## config.mk

```make
export PLATFORM = sky130hd
export DESIGN_NAME = mc_control_fsm
export DESIGN_NICKNAME = d
export VERILOG_FILES = /design/src/rtl/mc_control_fsm.sv
export SDC_FILE = /design/constraint.sdc
export NUM_CORES = 1
export LEC_CHECK = 0
export CAP_MARGIN = 5
export CORE_MARGIN = 3
export CORE_UTILIZATION = 33
export DETAILED_ROUTE_END_ITERATION = 12
export PLACE_DENSITY_LB_ADDON = 0.12
export REMOVE_ABC_BUFFERS = 1
export SKIP_LAST_GASP = 1
export SLEW_MARGIN = 40
export SYNTH_ARGS = -nofsm -noshare
export SYNTH_HDL_FRONTEND = slang
export SYNTH_SLANG_ARGS = --single-unit
```

## constraint.sdc

```tcl
create_clock -name clk -period 1.88 [get_ports clk]
set_input_delay 0.376 -clock clk [delete_from_list [all_inputs] [get_ports clk]]
set_output_delay 0.376 -clock clk [all_outputs]
set_load 0.02 [all_outputs]
```

## src/rtl/mc_control_fsm.sv

```systemverilog
// mc_control_fsm
// Main control state machine for the multicycle MIPS core. A Moore machine
// that steps each instruction through fetch/decode/execute/memory/writeback
// and drives every datapath mux select and write enable. A small
// combinational ALU decoder produces the 3-bit ALU control.
//
// Ports:
//   clk, rst_n         core clock, asynchronous active-low reset
//   opcode, funct      instruction fields from the instruction register
//   mem_to_reg, reg_dest, i_or_d, alu_src_a, alu_src_b, pc_src
//                      datapath mux selects
//   alu_control        ALU operation (010 add, 110 sub, 000 and, 001 or, 111 slt)
//   ir_write, mem_write, pc_write, branch, branch_ne, reg_write
//                      write enables; all held at 0 while rst_n is low
//   illegal_op         unrecognised opcode flag, valid in DECODE
//   state              current state encoding, for debug
//
// Optional feature: define MC_CTRL_BNE_EN to decode bne (opcode 000101) and
// enable the BNE state. Without it, bne is an illegal opcode and branch_ne
// is tied to 0.

module mc_control_fsm (
    input  logic       clk,
    input  logic       rst_n,
    input  logic [5:0] opcode,
    input  logic [5:0] funct,
    output logic       mem_to_reg,
    output logic       reg_dest,
    output logic       i_or_d,
    output logic       alu_src_a,
    output logic [1:0] alu_src_b,
    output logic [1:0] pc_src,
    output logic [2:0] alu_control,
    output logic       ir_write,
    output logic       mem_write,
    output logic       pc_write,
    output logic       branch,
    output logic       branch_ne,
    output logic       reg_write,
    output logic       illegal_op,
    output logic [3:0] state
);

    localparam logic [5:0] OP_RTYPE = 6'b000000;
    localparam logic [5:0] OP_LW    = 6'b100011;
    localparam logic [5:0] OP_SW    = 6'b101011;
    localparam logic [5:0] OP_BEQ   = 6'b000100;
    localparam logic [5:0] OP_ADDI  = 6'b001000;
    localparam logic [5:0] OP_J     = 6'b000010;
`ifdef MC_CTRL_BNE_EN
    localparam logic [5:0] OP_BNE   = 6'b000101;
`endif

    typedef enum logic [3:0] {
        S_FETCH    = 4'd0,
        S_DECODE   = 4'd1,
        S_MEMADR   = 4'd2,
        S_MEMREAD  = 4'd3,
        S_MEMWB    = 4'd4,
        S_MEMWRITE = 4'd5,
        S_EXECUTE  = 4'd6,
        S_ALUWB    = 4'd7,
        S_BRANCH   = 4'd8,
        S_ADDIEXEC = 4'd9,
        S_ADDIWB   = 4'd10,
`ifdef MC_CTRL_BNE_EN
        S_JUMP     = 4'd11,
        S_BNE      = 4'd12
`else
        S_JUMP     = 4'd11
`endif
    } state_e;

    state_e     state_q, state_d;
    logic [1:0] aluOp;
    logic       irWriteRaw, memWriteRaw, pcWriteRaw, branchRaw, regWriteRaw;
    logic       illegalRaw;
`ifdef MC_CTRL_BNE_EN
    logic       branchNeRaw;
`endif

    // State register; reset lands in FETCH without waiting for a clock edge.
    always_ff @(posedge clk or negedge rst_n) begin
        if (!rst_n) begin
            state_q <= S_FETCH;
        end else begin
            state_q <= state_d;
        end
    end

    // Next-state logic. Any code without an explicit arc (including the
    // unused encodings) falls back to FETCH.
    always_comb begin
        state_d    = S_FETCH;
        illegalRaw = 1'b0;
        case (state_q)
            S_FETCH:    state_d = S_DECODE;
            S_DECODE: begin
                case (opcode)
                    OP_LW, OP_SW: state_d = S_MEMADR;
                    OP_RTYPE:     state_d = S_EXECUTE;
                    OP_BEQ:       state_d = S_BRANCH;
                    OP_ADDI:      state_d = S_ADDIEXEC;
                    OP_J:         state_d = S_JUMP;
`ifdef MC_CTRL_BNE_EN
                    OP_BNE:       state_d = S_BNE;
`endif
                    default: begin
                        state_d    = S_FETCH;
                        illegalRaw = 1'b1;
                    end
                endcase
            end
            S_MEMADR:   state_d = (opcode == OP_LW) ? S_MEMREAD : S_MEMWRITE;
            S_MEMREAD:  state_d = S_MEMWB;
            S_EXECUTE:  state_d = S_ALUWB;
            S_ADDIEXEC: state_d = S_ADDIWB;
            default:    state_d = S_FETCH;
        endcase
    end

    // Moore outputs per state. Unused encodings reproduce FETCH outputs.
    always_comb begin
        mem_to_reg  = 1'b0;
        reg_dest    = 1'b0;
        i_or_d      = 1'b0;
        alu_src_a   = 1'b0;
        alu_src_b   = 2'b00;
        pc_src      = 2'b00;
        aluOp       = 2'b00;
        irWriteRaw  = 1'b0;
        memWriteRaw = 1'b0;
        pcWriteRaw  = 1'b0;
        branchRaw   = 1'b0;
        regWriteRaw = 1'b0;
`ifdef MC_CTRL_BNE_EN
        branchNeRaw = 1'b0;
`endif
        case (state_q)
            S_DECODE:   alu_src_b = 2'b11;
            S_MEMADR: begin
                alu_src_a = 1'b1;
                alu_src_b = 2'b10;
            end
            S_MEMREAD:  i_or_d = 1'b1;
            S_MEMWB: begin
                mem_to_reg  = 1'b1;
                regWriteRaw = 1'b1;
            end
            S_MEMWRITE: begin
                i_or_d      = 1'b1;
                memWriteRaw = 1'b1;
            end
            S_EXECUTE: begin
                alu_src_a = 1'b1;
                aluOp     = 2'b10;
            end
            S_ALUWB: begin
                reg_dest    = 1'b1;
                regWriteRaw = 1'b1;
            end
            S_BRANCH: begin
                alu_src_a = 1'b1;
                aluOp     = 2'b01;
                pc_src    = 2'b01;
                branchRaw = 1'b1;
            end
            S_ADDIEXEC: begin
                alu_src_a = 1'b1;
                alu_src_b = 2'b10;
            end
            S_ADDIWB:   regWriteRaw = 1'b1;
            S_JUMP: begin
                pc_src     = 2'b10;
                pcWriteRaw = 1'b1;
            end
`ifdef MC_CTRL_BNE_EN
            S_BNE: begin
                alu_src_a   = 1'b1;
                aluOp       = 2'b01;
                pc_src      = 2'b01;
                branchNeRaw = 1'b1;
            end
`endif
            default: begin
                irWriteRaw = 1'b1;
                pcWriteRaw = 1'b1;
                alu_src_b  = 2'b01;
            end
        endcase
    end

    // ALU decoder; unknown funct codes quietly fall back to add.
    always_comb begin
        alu_control = 3'b010;
        case (aluOp)
            2'b01: alu_control = 3'b110;
            2'b10: begin
                case (funct)
                    6'b100010: alu_control = 3'b110;
                    6'b100100: alu_control = 3'b000;
                    6'b100101: alu_control = 3'b001;
                    6'b101010: alu_control = 3'b111;
                    default:   alu_control = 3'b010;
                endcase
            end
            default: alu_control = 3'b010;
        endcase
    end

    // Write enables are masked by rst_n so an abort never leaves a write
    // pending, even in the cycle reset is asserted.
    assign ir_write   = irWriteRaw  & rst_n;
    assign mem_write  = memWriteRaw & rst_n;
    assign pc_write   = pcWriteRaw  & rst_n;
    assign branch     = branchRaw   & rst_n;
    assign reg_write  = regWriteRaw & rst_n;
    assign illegal_op = illegalRaw  & rst_n;
`ifdef MC_CTRL_BNE_EN
    assign branch_ne  = branchNeRaw & rst_n;
`else
    assign branch_ne  = 1'b0;
`endif
    assign state      = state_q;

endmodule
```

==> metrics.txt <==
cell area after synthesis 594.3 µm²; TritonCTS Buffers 3; layout cell share with drive strength beyond 1 0.5385; Critical Path Sink Type primary output; Arr. time, crit path 1.89 ns; die width 48.44 µm; Final Hold Fails 0; total placed cells including tap cells 158; NumNets Final 161; RSZ-0062 raised after global routing yes; row count 14; Max H-tree Level 1; Tmin final 2.261 ns; max-capacitance violation count 0; Fillers 106; Required @ worst endpoint 1.50 ns; Core ar. 1594 µm²; vias in the first global route 881; Post-synth EDFFs 0; antenna violations before repair 0; Yosys reg bits 4; reg2reg setup slack 0.45 ns; Final Setup Violations 6; P_sw 455.9 µW; IO buf count 34; peak supply drop 0.6096 mV; hold crit path type in2async; Remaining DRCs 0; Sinks on Clock Net 4; Ports 36; Syn. warnings 0; Multi-input gate area 568.0 µm²; Die Y 48.44 µm; Synth Flop Type dfrtp_1; Seq/Total Area, Yosys 0.1684; Setup TNS -1.165 ns; post-route ant nets 0; Cell Count, Final, Fillers Out 167; asr flop ratio synth 1.000; Starting DRT DRC Count 17; total gr overflow 0; Crit Path Max Fanout 3; CTS tree done; Max Clock Skew 0.001144 ns; initial core utilization 0.3728; violated checks negative setup slack; PnR worst setup slack -0.3814 ns; Global Route Usage Sum 0.2045; HPWL Detailed 1455 µm; final WL 2622 µm; Final Slew Violations 0; Die ar. 2346 µm²; Mean Syn Cell Area 7.429 µm²; Worst-Skew Late Latency 0.23 ns; power share of the clock group 0.100; drt first pass iters 4; Worst-path clk slew 0.04 ns; Max Freq 442.2 MHz; DR vias 871; outcome finished, violations left; period utilization 1.203; critical path type reg2out; logic gate share of total power 0.774; clk root buf clkbuf_4; Area growth, synth to finish 118.9%; highest-count cells in the layout ignoring fill and taps buf_4, clkdlybuf4s50_1, buf_6; first-pass GRT wire length 3905 µm; max FFs per register 4; clock tree buffer depth 2; largest net degree at the start of global routing 13; Util after Layout 0.8163; Yosys cell types 40; RD Place Congestion 0.7647; post-DR vias/cell 5.216; CTS Hold Bufs 0; pwr dens 790.5 nW/µm²; DR WL/cell 15.70 µm; Sequential Area 102.6 µm²; ANT cells 0; DP Worst Slack -0.6896 ns; Worst setup SP type register; Internal Power 572.8 µW; Sw Ratio 0.4432; Flop pwr share 0.125; commonest non-fill, non-tap cell in the layout buf_4; Leakage 0.6419 nW; Post-Syn Instances 80
-- power by group through the flow --
stage               registers [mW]  clock network [mW]  logic [mW]
global placement             0.117                   0       0.636
finish                       0.129               0.103       0.796
CTS                          0.123               0.106       0.715
global route                 0.131               0.120       0.847
detailed placement           0.119                   0       0.644
floorplan                    0.195                   0       0.239
-- worst max-delay path, stage by stage (launching register included) --
cell      delay, ns
dfrtp_1        0.38
nand2b_4       0.15
or2_4          0.25
inv_2          0.07
ha_4           0.13
nor4bb_4       0.25
nand3_1        0.12
a21oi_1        0.15
buf_4          0.16
-- metrics by stage --
stage	power, mW	hold slack, ns	instance area [µm²]
after detailed placement	0.7632	0.6007	1116
after floorplan	0.4334	0.08041	550.5
final	1.029	0.4889	1301
after global placement	0.7527	0.5857	1116
after CTS	0.9446	0.4517	1222
after global routing	1.098	0.4829	1301
-- cell type report --
type / instances / share of cell area
Sequential cell: 4 / 0.07885
Tap cell: 24 / 0.02308
Multi-Input combinational cell: 67 / 0.4365
Inverter: 3 / 0.008654
Timing Repair Buffer: 66 / 0.4356
Clock buffer: 3 / 0.01731
-- cell usage after synthesis, types with 2 or more instances --
master / instances / share of area
and2_1: 3 / 0.032
nor3b_1: 2 / 0.025
nor2_1: 8 / 0.051
o211a_1: 2 / 0.034
xor2_1: 3 / 0.044
or2_1: 2 / 0.021
nand2_1: 4 / 0.025
o21ai_0: 2 / 0.017
buf_4: 3 / 0.038
nor3_1: 6 / 0.051
ha_1: 2 / 0.042
nor2b_1: 2 / 0.021
a21oi_1: 5 / 0.042
inv_2: 2 / 0.013
nand3_1: 3 / 0.025
buf_2: 2 / 0.017
nand2b_1: 3 / 0.032
dfrtp_1: 4 / 0.17
-- worst paths after layout --
path,startpoint,end,cells after the start
max,state[3],alu_control[0],8
min,rst_n,state[3],2
max reg2reg,state[0],state[2],6
min reg2reg,state[3],state[2],3
max in group asynchronous,rst_n,state[1],2
min in group clk,state[3],state[2],3
-- metal layers --
metal | track usage | up-vias | wire length [µm]
li1 | - | 414 | -
met5 | 0 | - | 0
met4 | 0.08057 | 0 | 49
met1 | 0.2264 | 416 | 956
met2 | 0.3761 | 35 | 1483
met3 | 0.04601 | 6 | 132
-- repair_timing --
action,in CTS,in global routing
setup endpoints to repair,17,18
pin swaps,7,7
setup buffers,6,2
resized for setup,82,36
-- logic make-up (layout without fill, tap and decap cells) --
group                    Yosys count  count (layout)  share of synthesized area
flip-flops                         4               4                     0.1684
multiplexers                       1               1                    0.01895
AO/OA/AOI/OAI                     17              17                     0.2105
other                              1               1                   0.006310
buffers and inverters              9              72                    0.09263
adder cells (fa/ha/maj)            2               2                    0.04210
AND/OR/NAND/NOR                   42              42                     0.4021
XOR/XNOR                           4               4                    0.05896
(Power assumes the default switching activity.)
